===== config.mk =====
export PLATFORM = sky130hd
export DESIGN_NAME = vram_wr_arb
export DESIGN_NICKNAME = d
export VERILOG_FILES = /design/src/rtl/vram_arb_pkg.sv /design/src/rtl/vram_fill_seq.sv /design/src/rtl/vram_wr_arb.sv
export SDC_FILE = /design/constraint.sdc
export NUM_CORES = 1
export LEC_CHECK = 0
export ABC_AREA = 1
export CORE_MARGIN = 2
export CORE_UTILIZATION = 40
export DETAILED_ROUTE_END_ITERATION = 10
export PLACE_DENSITY_LB_ADDON = 0.15
export SYNTH_ARGS = -nofsm -noshare
export SYNTH_HDL_FRONTEND = slang
export SYNTH_SLANG_ARGS = --single-unit

===== constraint.sdc =====
create_clock -name CK_i -period 1.4 [get_ports CK_i]
set_clock_uncertainty 0.05 [all_clocks]
set_input_delay 0.28 -clock CK_i [delete_from_list [all_inputs] [get_ports CK_i]]
set_output_delay 0.28 -clock CK_i [all_outputs]
set_load 0.05 [all_outputs]

===== src/rtl/vram_arb_pkg.sv =====
// Shared constants and types for the VRAM write arbiter.
// Imported by the fill sequencer and the arbiter top.
package vram_arb_pkg;

   localparam int C_AW       = 10;
   localparam int C_DW       = 8;
   localparam int VRAM_DEPTH = 1024;

   typedef enum logic {
      IDLE = 1'b0,
      FILL = 1'b1
   } fill_state_t;

endpackage


===== src/rtl/vram_fill_seq.sv =====
// Fill sequencer: latches a fill range and walks the pointer
// one cell per grant, wrapping at the top of VRAM.
module vram_fill_seq #(
   parameter int C_AW = vram_arb_pkg::C_AW,
   parameter int C_DW = vram_arb_pkg::C_DW
) (
   input  logic            clk,
   input  logic            rst,
   input  logic            start,
   input  logic            gnt,
   input  logic [C_AW-1:0] sa,
   input  logic [C_AW-1:0] ea,
   input  logic [C_DW-1:0] dat,
   output logic            req,
   output logic            busy,
   output logic            done,
   output logic [C_AW-1:0] addr,
   output logic [C_DW-1:0] data
);

   import vram_arb_pkg::*;

   localparam logic [C_AW-1:0] PTR_ONE = {{(C_AW-1){1'b0}}, 1'b1};

   fill_state_t     state_q, state_d;
   logic [C_AW-1:0] ptr_q, ptr_d;
   logic [C_AW-1:0] ea_q, ea_d;
   logic [C_DW-1:0] dat_q, dat_d;
   logic            done_q, done_d;

   // Next state: start is only honoured in IDLE, so a restart
   // during a fill leaves the latched range untouched.
   always_comb begin
      state_d = state_q;
      ptr_d   = ptr_q;
      ea_d    = ea_q;
      dat_d   = dat_q;
      done_d  = 1'b0;
      unique case (state_q)
         IDLE: begin
            if (start) begin
               ptr_d   = sa;
               ea_d    = ea;
               dat_d   = dat;
               state_d = FILL;
            end
         end
         FILL: begin
            if (gnt) begin
               ptr_d = ptr_q + PTR_ONE;
               if (ptr_q == ea_q) begin
                  state_d = IDLE;
                  done_d  = 1'b1;
               end
            end
         end
         default: state_d = IDLE;
      endcase
   end

   // State and pointer registers; reset aborts any fill silently.
   always_ff @(posedge clk) begin
      if (rst) begin
         state_q <= IDLE;
         ptr_q   <= '0;
         ea_q    <= '0;
         dat_q   <= '0;
         done_q  <= 1'b0;
      end else begin
         state_q <= state_d;
         ptr_q   <= ptr_d;
         ea_q    <= ea_d;
         dat_q   <= dat_d;
         done_q  <= done_d;
      end
   end

   assign req  = (state_q == FILL);
   assign busy = (state_q == FILL);
   assign done = done_q;
   assign addr = ptr_q;
   assign data = dat_q;

endmodule


===== src/rtl/vram_wr_arb.sv =====
// VRAM write arbiter: shares pixel-clock write slots between
// CPU writes and the fill sequencer, round-robin on a tie.
module vram_wr_arb #(
   parameter int C_AW = vram_arb_pkg::C_AW,
   parameter int C_DW = vram_arb_pkg::C_DW
) (
   input  logic            CK_i,
   input  logic            RST_i,
   input  logic            CK_EE_i,
   input  logic            BLANK_i,
   input  logic            BUS_BLANK_ONLY,
   input  logic            CPU_REQ_i,
   input  logic [C_AW-1:0] CPU_WAs_i,
   input  logic [C_DW-1:0] CPU_WDs_i,
   output logic            CPU_ACK_o,
   input  logic            FILL_START_i,
   input  logic [C_AW-1:0] FILL_SAs_i,
   input  logic [C_AW-1:0] FILL_EAs_i,
   input  logic [C_DW-1:0] FILL_DATs_i,
   output logic            FILL_BUSY_o,
   output logic            FILL_DONE_o,
   output logic [C_AW-1:0] VRAM_WAs_o,
   output logic [C_DW-1:0] VRAM_WDs_o,
   output logic            VRAM_WE_o
);

   import vram_arb_pkg::*;

   logic            slot;
   logic            cpu_pend;
   logic            fill_pend;
   logic            gnt_cpu;
   logic            gnt_fill;
   logic            last_fill;
   logic [C_AW-1:0] fill_addr;
   logic [C_DW-1:0] fill_data;

   vram_fill_seq #(
      .C_AW (C_AW),
      .C_DW (C_DW)
   ) u_fill (
      .clk   (CK_i),
      .rst   (RST_i),
      .start (FILL_START_i),
      .gnt   (gnt_fill),
      .sa    (FILL_SAs_i),
      .ea    (FILL_EAs_i),
      .dat   (FILL_DATs_i),
      .req   (fill_pend),
      .busy  (FILL_BUSY_o),
      .done  (FILL_DONE_o),
      .addr  (fill_addr),
      .data  (fill_data)
   );

   // An ack still on the output means the current request level
   // belongs to the write just issued, not a new one.
   assign slot     = CK_EE_i & (~BUS_BLANK_ONLY | BLANK_i);
   assign cpu_pend = CPU_REQ_i & ~CPU_ACK_o;

   // Grant at most one requester per slot; on a tie the one not
   // served last wins.
   always_comb begin
      gnt_cpu  = 1'b0;
      gnt_fill = 1'b0;
      if (slot) begin
         if (cpu_pend && fill_pend) begin
            gnt_cpu  = last_fill;
            gnt_fill = ~last_fill;
         end else begin
            gnt_cpu  = cpu_pend;
            gnt_fill = fill_pend;
         end
      end
   end

   // Write port and ack registers; the write port only moves on
   // pixel-enable cycles so the VRAM sees a stable word per pixel.
   always_ff @(posedge CK_i) begin
      if (RST_i) begin
         VRAM_WE_o  <= 1'b0;
         VRAM_WAs_o <= '0;
         VRAM_WDs_o <= '0;
         CPU_ACK_o  <= 1'b0;
         last_fill  <= 1'b1;
      end else begin
         CPU_ACK_o <= gnt_cpu;
         if (gnt_cpu || gnt_fill) begin
            last_fill <= gnt_fill;
         end
         if (CK_EE_i) begin
            VRAM_WE_o <= gnt_cpu | gnt_fill;
            if (gnt_cpu) begin
               VRAM_WAs_o <= CPU_WAs_i;
               VRAM_WDs_o <= CPU_WDs_i;
            end else if (gnt_fill) begin
               VRAM_WAs_o <= fill_addr;
               VRAM_WDs_o <= fill_data;
            end
         end
      end
   end

endmodule


* Yosys cells after proc, flatten, opt, wreduce, memory -nomap -nowiden
Cells that the tools add are included.
Storage, ports and cells: register bits 51, bits in latches 0, RAM bits 0, ROM bits 0, bits of input ports 53, memories kept 0
Operators by class: add/subtract/negate cells 1, $mul 0, div/mod/pow operators 0, $lt $le $gt $ge 0, equality and inequality tests 3, shift operators 0, mux-type cells 16, bitwise operators 9, reduce and logical (&&, ||, !) cells 7
Operators with widths (count):
- $mux 10 | 4
- $pmux 10 s2 | 1
- $mux 8 | 2
- $add 10x1->10 const B | 1
- $eq 10x10->1 | 1
- $mux 1 | 8
- $reduce_and 2->1 | 3
- $not 1->1 | 5
- $ne 2x2->1 const B | 2
- $reduce_or 3->1 | 1
- $and 1x1->1 | 2
- $or 1x1->1 | 2
- $pmux 1 s2 | 1
- $reduce_bool 2->1 | 1
- $logic_and 1x1->1 | 1
- $logic_or 1x1->1 | 1

* Logic depth before layout (Yosys ltp)
word-level depth 7, mapped depth 10

* Hierarchy
From an unflattened synthesis, not the netlist that was laid out.
Second synthesis, totals: cell total of the unflattened synthesis 416, area total of the unflattened synthesis 2715.1 um^2
Modules (own cells, without submodules):
- vram_fill_seq | times used 1, cells each 220, area an instance 1507.7 um^2, seq. area each 600.6 um^2
- vram_wr_arb | times used 1, cells each 196, area an instance 1207.4 um^2, seq. area each 420.4 um^2

* Worst setup path after synthesis
OpenSTA, ideal clock, no wires.
path type register -> register, from reg u_fill.state_q (netlist: u_fill.busy), to reg VRAM_WAs_o[0], setup time 142 ps, arrival time 1559 ps, path slack -351 ps, stages on the path, launching flop included 10, buffers on the path 2, clock period less this slack 1751 ps, cell sequence dfxtp_1 -> buf_6 -> inv_4 -> nor2_8 -> nor2_8 -> nor2_8 -> nor2_8 -> buf_8 -> nand2_2 -> a31oi_2
Between the ends: cells in the longest elaborated chain, start to end 5
RTL lines:
- start: declaration | RTL line vram_fill_seq.sv:25 | fill_state_t state_q, state_d;
- start signal: assignment | RTL line vram_fill_seq.sv:70 | state_q <= state_d;
- $logic_and 1x1->1 | RTL line vram_wr_arb.sv:67 | if (cpu_pend && fill_pend) begin
- $mux 1 | RTL line vram_wr_arb.sv:67
- $mux 1 | RTL line vram_wr_arb.sv:66 | if (slot) begin
- $reduce_bool 2->1 (no source line)
- $reduce_and 2->1 (no source line)
- end signal: assignment | RTL line vram_wr_arb.sv:94 | VRAM_WAs_o <= CPU_WAs_i;
- end signal: assignment | RTL line vram_wr_arb.sv:97 | VRAM_WAs_o <= fill_addr;
- end: declaration | RTL line vram_wr_arb.sv:22 | output logic [C_AW-1:0] VRAM_WAs_o,
Several ways; a longest one is shown, not always the timed one. A chain may end at the register's enable or synchronous reset.

* Worst setup path in the final report
Ends and elaborated chain as after synthesis.

==> results_dict.tcl <==
set metrics [dict create \
    rsz0062_at_grt "yes" \
    drive_gt1_frac 0.2589 \
    drc 0 \
    setup_viol 0 \
    synth.area.top_cells "dfxtp_1, nand2_1, o21ai_0" \
    synth_edf_count 0 \
    period_minus_slack_ns 1.361 \
    yosys_register_bits 51 \
    hold_viol_final 0 \
    die_x_um 83.06 \
    multi_input_area_um2 1334 \
    ioPinCount 75 \
    setup_slack_ns 0.03888 \
    status "finished, final reports clean" \
    tns_ns 0 \
    drtIter0Drc 78 \
    ys_warn_count 0 \
    worstSkewPairLatency_ns 0.30 \
    synth_area_um2 2500 \
    io_buffers 74 \
    cts-root-buf "clkbuf_8" \
    dp_hpwl_um 4744 \
    ys.flop_type "dfxtp_1" \
    die-area_um2 6898 \
    routed_wl_um 6529 \
    startpoint_type "flip-flop" \
    critical_path.max_fanout 7 \
    cts_max_level 2 \
    cp-endpoint "VRAM_WAs_o[0]$_SDFFE_PP0P_" \
    fin_crit_sh 0.9722 \
    power_density_nw_per_um2 911.9 \
    cts-buffers-inserted 5 \
    ys_seq_area_frac 0.4084 \
    antenna_found_initial 0 \
    synth_top_area_frac 0.4084 \
    ant_nets 0 \
    p_total_uw 3675 \
    initial_utilization 0.4173 \
    arrival_ns 1.55 \
    utilization 0.6727 \
    path_clk_slew_ns 0.09 \
    cts_sinks 51 \
    core-area_um2 5991 \
    synth_top_area_cell "dfxtp_1" \
    reg2reg_depth 6 \
    vias 2539 \
    final_cells 523 \
    slew_headroom 0.8172 \
    tightestPinTransition_ns 0.2738 \
    die_h_um 83.06 \
    syn-mean-instance-area_um2 7.225 \
    grt_max_degree 26 \
    hold_path_class "primary input to flip-flop" \
    dp_slack_ns -0.3787 \
    wl_per_cell_um 12.48 \
    reg2reg_setup_slack_ns 0.04 \
    fmax_mhz 734.7 \
    ir_drop_uv 516.2 \
    netlist-cell-type-count 30 \
    area_growth_pct 61.21 \
    startpoint "u_fill.busy$_SDFF_PP0_" \
    place_congestion 0.7863 \
    final_nets 501 \
    dp.cells 507 \
    cts_tree "yes" \
    path_class "flip-flop to flip-flop" \
    ff_latch_area_um2 1039 \
    grt_usage 0.1841 \
    cts_buffer_depth 2 \
    leakage_uw 0.001644 \
    cap_violations 0 \
    grt_pass1_wl_um 10600 \
    drv_slew 0 \
    grt.overflow.total 0 \
    antenna_cells 0 \
    drt_first_pass_iters 4 \
    critPathMaxStageDelay_ns 0.39 \
    worstPathRequired_ns 1.59 \
    rows 28 \
    reg2reg_to "VRAM_WAs_o[0]$_SDFFE_PP0P_" \
    synthCells 346 \
    grt_pass1_vias 2275 \
    async_flop_share 0 \
    syn_nets 400 \
    crit-reg2reg-launch "u_fill.busy$_SDFF_PP0_" \
    path_cells "buf_4 -> nand3_4 -> nor2_8 -> clkbuf_16 -> nand2_1 -> a31oi_2" \
    fillerInstances 484 \
    via_per_inst 4.855 \
    end_kind "flip-flop" \
    cpMaxStageDelayCell "dfxtp_4" \
]
cells in the mapped netlist (2+ instances only):
library cell  instances
a21oi_1              18
nand2_2              10
a31oi_1               9
a31oi_2               9
nor2_1               39
dfxtp_1              51
inv_2                 2
nand3_1              14
buf_2                 3
o21ai_0              31
buf_6                 4
clkbuf_1              5
nand2_1             107
inv_4                 2
buf_1                 3
inv_1                22
nor2_8                4
area by class of cell:
type,count,share of cell area
tap,75,0.02328
timing repair buffer,109,0.3291
inverter,27,0.02949
timing repair inverter,1,0.001552
sequential,51,0.2577
clock buffer,7,0.02670
clock inverter,1,0.001242
multi-input combinational,252,0.3310
worst min path at each step:
stage,startpoint,end,slack (ns),cells after the start
2_1_floorplan,u_fill.ea_q[0]$_SDFFE_PP0P_,u_fill.ea_q[0]$_SDFFE_PP0P_,0.39,2
3_3_place_gp,u_fill.ea_q[6]$_SDFFE_PP0P_,u_fill.ea_q[6]$_SDFFE_PP0P_,0.40,2
3_5_place_dp,u_fill.ea_q[3]$_SDFFE_PP0P_,u_fill.ea_q[3]$_SDFFE_PP0P_,0.41,2
4_1_cts,u_fill.ea_q[3]$_SDFFE_PP0P_,u_fill.ea_q[3]$_SDFFE_PP0P_,0.43,2
5_1_grt,BUS_BLANK_ONLY,last_fill$_SDFFE_PP1P_,0.43,4
6_report,BUS_BLANK_ONLY,last_fill$_SDFFE_PP1P_,0.42,4
cells in the final DEF, fill, tap and decap left out, drive strengths merged:
master,synthesis,routed
a31oi,18,18
a21oi,19,19
or2,1,1
clkbuf,5,9
xor2,1,1
nand4,1,1
o211ai,1,1
xnor2,1,1
buf,11,55
dlymetal6s2s,0,4
inv,26,27
nor2,43,43
o21ai,31,31
and2,1,1
clkinv,1,2
nor2b,1,1
ha,1,1
nand2,118,118
dfxtp,51,51
nand3,15,15
clkdlybuf4s50,0,48
power breakdown:
part           internal, uW  total (uW)  switching (uW)
combinational           521        1010             492
sequential             1560        1670             111
clock                   507         991             484
total                  2590        3680            1090
through the flow:
stage                     hold slack (ns)  area, um2
after floorplan                    0.3937       2516
after global placement             0.4026       3725
after detailed placement           0.4116       3725
after CTS                          0.4255       3869
after global routing               0.4313       4030
final                              0.4230       4030
state kept, by name, indices dropped and copies added, names as in the netlist:
register and count:
last_fill 1, VRAM_WAs_o 10, u_fill.done 1, u_fill.data 8, VRAM_WDs_o 8, u_fill.addr 10, u_fill.busy 1, u_fill.ea_q 10
CPU_ACK_o 1, VRAM_WE_o 1
worst max-delay path: cells and delay by family, from the launching register on:
| family | cells | cell delay, ns |
|---|---|---|
| DFF | 1 | 0.39 |
| and+or+nand+nor | 3 | 0.38 |
| buffers and inverters | 2 | 0.32 |
| AOI/OAI and AO/OA | 1 | 0.16 |
cells by family (layout without fill, tap and decap cells):
group | after synthesis | after routing | synth area share
AOI/OAI and AO/OA | 69 | 69 | 0.1722
xor gates and xnor gates | 2 | 2 | 0.007008
buffers and inverters | 43 | 145 | 0.08458
DFF | 51 | 51 | 0.4084
adders and majority gates | 1 | 1 | 0.005004
and+or+nand+nor | 180 | 180 | 0.3228
layer usage:
layer  up-vias  routed length, um  global-route usage  part of all wire
met4         0                 55             0.04918            0.0084
met1      1156               3084              0.2611              0.47
li1       1312                  -                   -                 -
met3         5                291             0.03082             0.045
met2        66               3097              0.2896              0.47
met5         -                  0                   0                 0
repair_timing:
item,4_1_cts,5_1_grt
gates cloned,0,3
setup buffers,0,5
pin swaps,2,13
hold buffers,0,0
setup endpoints to repair,29,39
resized for setup,7,28
(Power assumes the default switching activity.)
